### src/rtl/sop_share_eval.sv
// sop_share_eval: two-stage shared-product SOP evaluator with runtime PLA planes.
// Define SOP_ERR_MON_EN to build in the exp_data error monitor.
module sop_share_eval #(
  parameter int N_IN   = 4,
  parameter int N_OUT  = 2,
  parameter int N_PROD = 4,
  parameter int ET     = 3,
  localparam int CW    = (2*N_IN > N_PROD) ? 2*N_IN : N_PROD
) (
  input  logic              clk,
  input  logic              rst,
  input  logic              in_valid,
  output logic              in_ready,
  input  logic [N_IN-1:0]   in_data,
  input  logic [N_OUT-1:0]  exp_data,
  output logic              out_valid,
  input  logic              out_ready,
  output logic [N_OUT-1:0]  out_data,
  input  logic              cfg_we,
  input  logic [1:0]        cfg_sel,
  input  logic [3:0]        cfg_idx,
  input  logic [CW-1:0]     cfg_data,
  input  logic              mon_clr,
  output logic [15:0]       err_cnt,
  output logic [N_OUT-1:0]  max_err
);

  localparam int LW = 2*N_IN;
  localparam int PW = CW + N_OUT;

  logic [N_PROD-1:0][LW-1:0]    lit_q, lit_d;
  logic [N_OUT-1:0][N_PROD-1:0] act_q, act_d;
  logic [N_OUT-1:0]             oen_q, oen_d;
  logic                         s1_vld_q, s1_vld_d;
  logic [N_PROD-1:0]            s1_prod_q, s1_prod_d;
  logic                         out_vld_q, out_vld_d;
  logic [N_OUT-1:0]             out_q, out_d;

  logic              adv;
  logic [LW-1:0]     lits;
  logic [PW-1:0]     cfg_pad;
  logic [N_PROD-1:0] prod;
  logic [N_OUT-1:0]  sop;

  assign adv       = !out_vld_q || out_ready;
  assign in_ready  = adv;
  assign out_valid = out_vld_q;
  assign out_data  = out_q;
  assign lits      = {~in_data, in_data};
  assign cfg_pad   = {{N_OUT{1'b0}}, cfg_data};

  wire unused_cfg = ^cfg_pad;

  always_comb begin
    lit_d = lit_q;
    act_d = act_q;
    oen_d = oen_q;
    for (int p = 0; p < N_PROD; p++)
      if (cfg_we && cfg_sel == 2'd0 && int'(cfg_idx) == p)
        lit_d[p] = cfg_pad[LW-1:0];
    for (int o = 0; o < N_OUT; o++)
      if (cfg_we && cfg_sel == 2'd1 && int'(cfg_idx) == o)
        act_d[o] = cfg_pad[N_PROD-1:0];
    if (cfg_we && cfg_sel == 2'd2)
      oen_d = cfg_pad[N_OUT-1:0];
  end

  // Unselected literals read as 1; both polarities of one input give 0.
  always_comb begin
    prod = '0;
    for (int p = 0; p < N_PROD; p++)
      prod[p] = &(lits | ~lit_q[p]);
  end

  // Stage 2 sees this cycle's activation/enable writes (next-state view).
  always_comb begin
    sop = '0;
    for (int o = 0; o < N_OUT; o++)
      sop[o] = oen_d[o] & (|(s1_prod_q & act_d[o]));
  end

  always_comb begin
    s1_vld_d  = s1_vld_q;
    s1_prod_d = s1_prod_q;
    out_vld_d = out_vld_q;
    out_d     = out_q;
    if (adv) begin
      s1_vld_d  = in_valid;
      out_vld_d = s1_vld_q;
      if (in_valid) s1_prod_d = prod;
      if (s1_vld_q) out_d = sop;
    end
  end

  always_ff @(posedge clk) begin
    if (rst) begin
      lit_q     <= '0;
      act_q     <= '0;
      oen_q     <= '1;
      s1_vld_q  <= 1'b0;
      s1_prod_q <= '0;
      out_vld_q <= 1'b0;
      out_q     <= '0;
    end else begin
      lit_q     <= lit_d;
      act_q     <= act_d;
      oen_q     <= oen_d;
      s1_vld_q  <= s1_vld_d;
      s1_prod_q <= s1_prod_d;
      out_vld_q <= out_vld_d;
      out_q     <= out_d;
    end
  end

`ifdef SOP_ERR_MON_EN
  logic [N_OUT-1:0] s1_exp_q, s1_exp_d;
  logic [N_OUT-1:0] s2_exp_q, s2_exp_d;
  logic [N_OUT-1:0] max_q, max_d;
  logic [15:0]      cnt_q, cnt_d;
  logic [N_OUT-1:0] diff;

  always_comb begin
    s1_exp_d = s1_exp_q;
    s2_exp_d = s2_exp_q;
    if (adv) begin
      if (in_valid) s1_exp_d = exp_data;
      if (s1_vld_q) s2_exp_d = s1_exp_q;
    end
    diff = (s2_exp_q > out_q) ? s2_exp_q - out_q
                              : out_q - s2_exp_q;
    cnt_d = cnt_q;
    max_d = max_q;
    if (mon_clr) begin
      cnt_d = '0;
      max_d = '0;
    end else if (out_vld_q && out_ready) begin
      if (int'(diff) > ET && cnt_q != 16'hFFFF)
        cnt_d = cnt_q + 16'd1;
      if (diff > max_q) max_d = diff;
    end
  end

  always_ff @(posedge clk) begin
    if (rst) begin
      s1_exp_q <= '0;
      s2_exp_q <= '0;
      cnt_q    <= '0;
      max_q    <= '0;
    end else begin
      s1_exp_q <= s1_exp_d;
      s2_exp_q <= s2_exp_d;
      cnt_q    <= cnt_d;
      max_q    <= max_d;
    end
  end

  assign err_cnt = cnt_q;
  assign max_err = max_q;
`else
  wire unused_mon = ^{exp_data, mon_clr};

  assign err_cnt = '0;
  assign max_err = '0;
`endif

endmodule

### config.mk
export PLATFORM = sky130hd
export DESIGN_NAME = sop_share_eval
export DESIGN_NICKNAME = d
export VERILOG_FILES = /design/src/rtl/sop_share_eval.sv
export SDC_FILE = /design/constraint.sdc
export NUM_CORES = 1
export LEC_CHECK = 0
export ABC_CLOCK_PERIOD_IN_PS = 1670
export CAP_MARGIN = 20
export CORE_MARGIN = 4
export CORE_UTILIZATION = 53
export CTS_BUF_LIST = sky130_fd_sc_hd__clkbuf_8
export DETAILED_ROUTE_END_ITERATION = 6
export PLACE_DENSITY_LB_ADDON = 0.12
export SLEW_MARGIN = 5
export SYNTH_ARGS = -nofsm -noshare
export SYNTH_HDL_FRONTEND = slang
export SYNTH_SLANG_ARGS = --single-unit
### constraint.sdc
create_clock -name clk -period 1.67 [get_ports clk]
set_clock_uncertainty 0.1 [all_clocks]
set_input_delay 0.334 -clock clk [delete_from_list [all_inputs] [get_ports clk]]
set_output_delay 0.334 -clock clk [all_outputs]
set_load 0.01 [all_outputs]
==> impl_metrics.yaml <==
timing:
  pnr_worst_setup_slack_ns: 0.05222
  hold_violations: 0
  final.min_clock_period_ns: 1.618
  slew_viol_final: 0
  timing.fmax_mhz: 618.1
  setup_viol: 0
  setup_repair_after_global_routing_missed_its_margin: "no"
  fin_crit_sh: 0.9687
  hold_ws_ns: 0.3618
drt:
  route.antenna.remaining_nets: 0
  avgViaCountPerCell: 5.358
  detail_route.wl_per_cell_um: 14.94
  drcViolationCount: 0
  total_number_of_vias: 1827
  routed_wl_um: 5095
  drtIter0Drc: 104
  dr.pass1.iters: 4
setup_path:
  critPathArrivalTime_ns: 1.70
  worst_path_max_delay_cell: "sky130_fd_sc_hd__clkdlybuf4s50_1"
  crit_path_start_kind: "input port"
  critPathMaxStageDelay_ns: 0.56
  worst-setup-path-type: "in -> reg"
  crit_fanout: 8
  worst_setup_startpoint: "cfg_idx[1]"
  crit_path_cell_trace: "clkdlybuf4s50_1 > buf_4 > and4b_2 > buf_12 > mux2i_1 > nor2_1"
  regToRegStartpoint: "s1_prod_q[0]"
  worst-endpoint-required_ns: 1.76
  cp-end-kind: "flip-flop"
pwr:
  power.ir.vdd_worst_v: 0.0005403
  pwr_density_cell_nw_per_um2: 797.7
  p_clk_frac: 0.365
  seq_power_share: 0.527
  p_sw_mw: 0.5105
  p_int_mw: 1.807
  leakagePower_nw: 1.333
  power_share_of_the_combinational_group: 0.109
  swShare: 0.2203
  report.power.total_mw: 2.317
yosys:
  synthTopCellsByCount: "50 x sky130_fd_sc_hd__dfxtp_1, 40 x sky130_fd_sc_hd__mux2i_1, 29 x sky130_fd_sc_hd__nor2_1"
  seq_area_frac_synth: 0.4350
  synth-compound-area-share: 0.08537
  synthMostInstantiatedCell: "sky130_fd_sc_hd__dfxtp_1"
  synth.lib_cells_used.distinct: 33
  netlist_top_cells_area: "sky130_fd_sc_hd__dfxtp_1 44%, sky130_fd_sc_hd__mux2i_1 17%, sky130_fd_sc_hd__buf_4 6.5%, sky130_fd_sc_hd__nor2_1 4.7%, sky130_fd_sc_hd__a21oi_1 4.1%"
  synth_top_area_share: 0.4350
  ys_ff_latch: 50
  netlist_area_sq_um: 2301
  synthArstFlopShare: 0
  synth_xor_xnor_area_share: 0
  post_synth_edffs: 0
  synthCells: 245
  post_synthesis_average_cell_area_sq_um: 9.392
  synth.area.mux_share: 0.1936
  combinational_family_with_the_most_area_after_synthesis: "multiplexers"
  yosys_warnings: 0
  dominantRegCellSynth: "sky130_fd_sc_hd__dfxtp_1"
  synth_simple_gate_area_frac: 0.1920
  yosys.area.top_type: "sky130_fd_sc_hd__dfxtp_1"
  synthAdderAreaFrac: 0
cts:
  worstSkewPairLatency_ns: 0.30
  htree_levels: 2
  cts.sink_count: 50
  tritoncts.num_buffers: 5
  post_cts_hold_buffer_count: 0
  clk_pin_slew_ns: 0.08
  clockBufferDepth: 2
  clk_root_buffer_cell: "sky130_fd_sc_hd__clkbuf_8"
  cts_tree: "done"
finish:
  synthToLayoutAreaGrowth_pct: 26.26
  final.fill_count: 341
  area_of_all_sequential_standard_cells_sq_um: 1001
  antennaDiodeCount: 0
  multiInputGateArea_sq_um: 1179
  nets: 317
  final_layout_size_suffix_gt1_frac: 0.1787
  final_cell_area_sq_um: 2905
floorplan:
  ios: 48
  die_h_um: 73.89
  die-area_sq_um: 5460
  core.rowCount: 23
  initial_utilization: 0.5631
  core_sq_um: 4086
  die_w_um: 73.89
global_route:
  vias_in_the_first_global_route: 1726
  global_route_congestion_overflow_total: 0
  grt_pass1_wl_um: 8224
  antenna_violations_before_repair: 0
  globalRouteTotalUtil: 0.1975
  grt_max_degree: 45
worst_hold_path:
  holdCritStartpoint: "lit_q[3]"
  min_path_type: "reg -> reg"
place:
  numPortBuffers: 26
  dpl_worst_slack_ns: -0.3094
  placed_cell_area_sq_um: 2739
  hpwlAfterDp_um: 3703
  gp_routability_congestion: 0.7940
run_status:
  run_status: "finished, final reports clean"
flow_run:
  maxCapViolations: 0
## final timing paths
check | to | slack, ns | cells after the start
worst max-delay path | lit_q[20] | 0.05 | 6
worst min-delay path | lit_q[3] | 0.36 | 2
worst max register to register | out_data[0] | 0.28 | 4
worst min register to register | lit_q[3] | 0.36 | 2
## logic make-up (layout without fill, tap and decap cells)
group / Yosys count / count (layout)
compound gates: 31 / 31
buf+inv: 34 / 63
flops: 50 / 50
mux: 44 / 44
other cells: 1 / 18
simple gates: 85 / 85
## final cells by class
cell class	instances	share of cell area
Timing Repair Buffer	55	0.1882
Sequential cell	50	0.3445
Multi-Input combinational cell	178	0.4057
Tap cell	50	0.02153
Inverter	1	0.001292
Clock buffer	6	0.02842
Clock inverter	1	0.01034
## state kept, by name, summed over array words and instances, names as in the netlist
signal	count
out_data	2
s1_prod_q	4
s1_vld_q	1
out_valid	1
act_q	8
oen_q	2
lit_q	32
## stage by stage
| stage | TNS [ns] | utilization | cells |
|---|---|---|---|
| 2_1_floorplan | 0 | - | 262 |
| 3_3_place_gp | -10.64 | 0.6702 | 333 |
| 3_5_place_dp | -11.12 | 0.6702 | 333 |
| 4_1_cts | 0 | 0.6975 | 340 |
| 5_1_grt | 0 | 0.7110 | 341 |
| 6_report | 0 | 0.7110 | 341 |
## power by group through the flow
stage          registers [mW]  logic, mW  clock network (mW)
2_1_floorplan            1.24      0.138                   0
3_3_place_gp             1.25      0.242                   0
3_5_place_dp             1.25      0.244                   0
4_1_cts                  1.22      0.244               0.869
5_1_grt                  1.22      0.271               0.912
6_report                 1.22      0.252               0.845
## metal layers
layer  wire length [um]  vias up  track usage
met1               2329      841       0.2698
li1                   -      904            -
met2               2296       71       0.3091
met4                 90        0      0.06237
met3                379       11      0.04378
met5                  0        -            0
## layout by cell type (no fill, tap or decap), types with 2 or more instances in the layout
cell / instances
sky130_fd_sc_hd__nand4_1: 4
sky130_fd_sc_hd__buf_4: 23
sky130_fd_sc_hd__nand3_1: 12
sky130_fd_sc_hd__a221oi_1: 2
sky130_fd_sc_hd__nor3_1: 3
sky130_fd_sc_hd__nor2b_1: 4
sky130_fd_sc_hd__dlymetal6s2s_1: 5
sky130_fd_sc_hd__mux2_2: 4
sky130_fd_sc_hd__conb_1: 18
sky130_fd_sc_hd__clkdlybuf4s50_1: 20
sky130_fd_sc_hd__nor2_1: 29
sky130_fd_sc_hd__mux2i_1: 39
sky130_fd_sc_hd__nand2b_1: 3
sky130_fd_sc_hd__nand3_2: 2
sky130_fd_sc_hd__buf_12: 4
sky130_fd_sc_hd__clkbuf_8: 6
sky130_fd_sc_hd__a22o_1: 4
sky130_fd_sc_hd__a211oi_1: 4
sky130_fd_sc_hd__a21oi_1: 19
sky130_fd_sc_hd__dfxtp_1: 50
sky130_fd_sc_hd__buf_6: 2
sky130_fd_sc_hd__nand2_1: 18
## worst max-delay path: cells and delay by family
family,cells,cell delay [ns]
buf+inv,3,0.86
simple gates,2,0.30
mux,1,0.21
## repair_timing
action,in CTS,in global routing
pin swaps,0,2
resized for setup,1,12
setup buffers,0,1
endpoints found under the setup margin,1,28
Note: power is estimated with default switching activity, not from simulation.
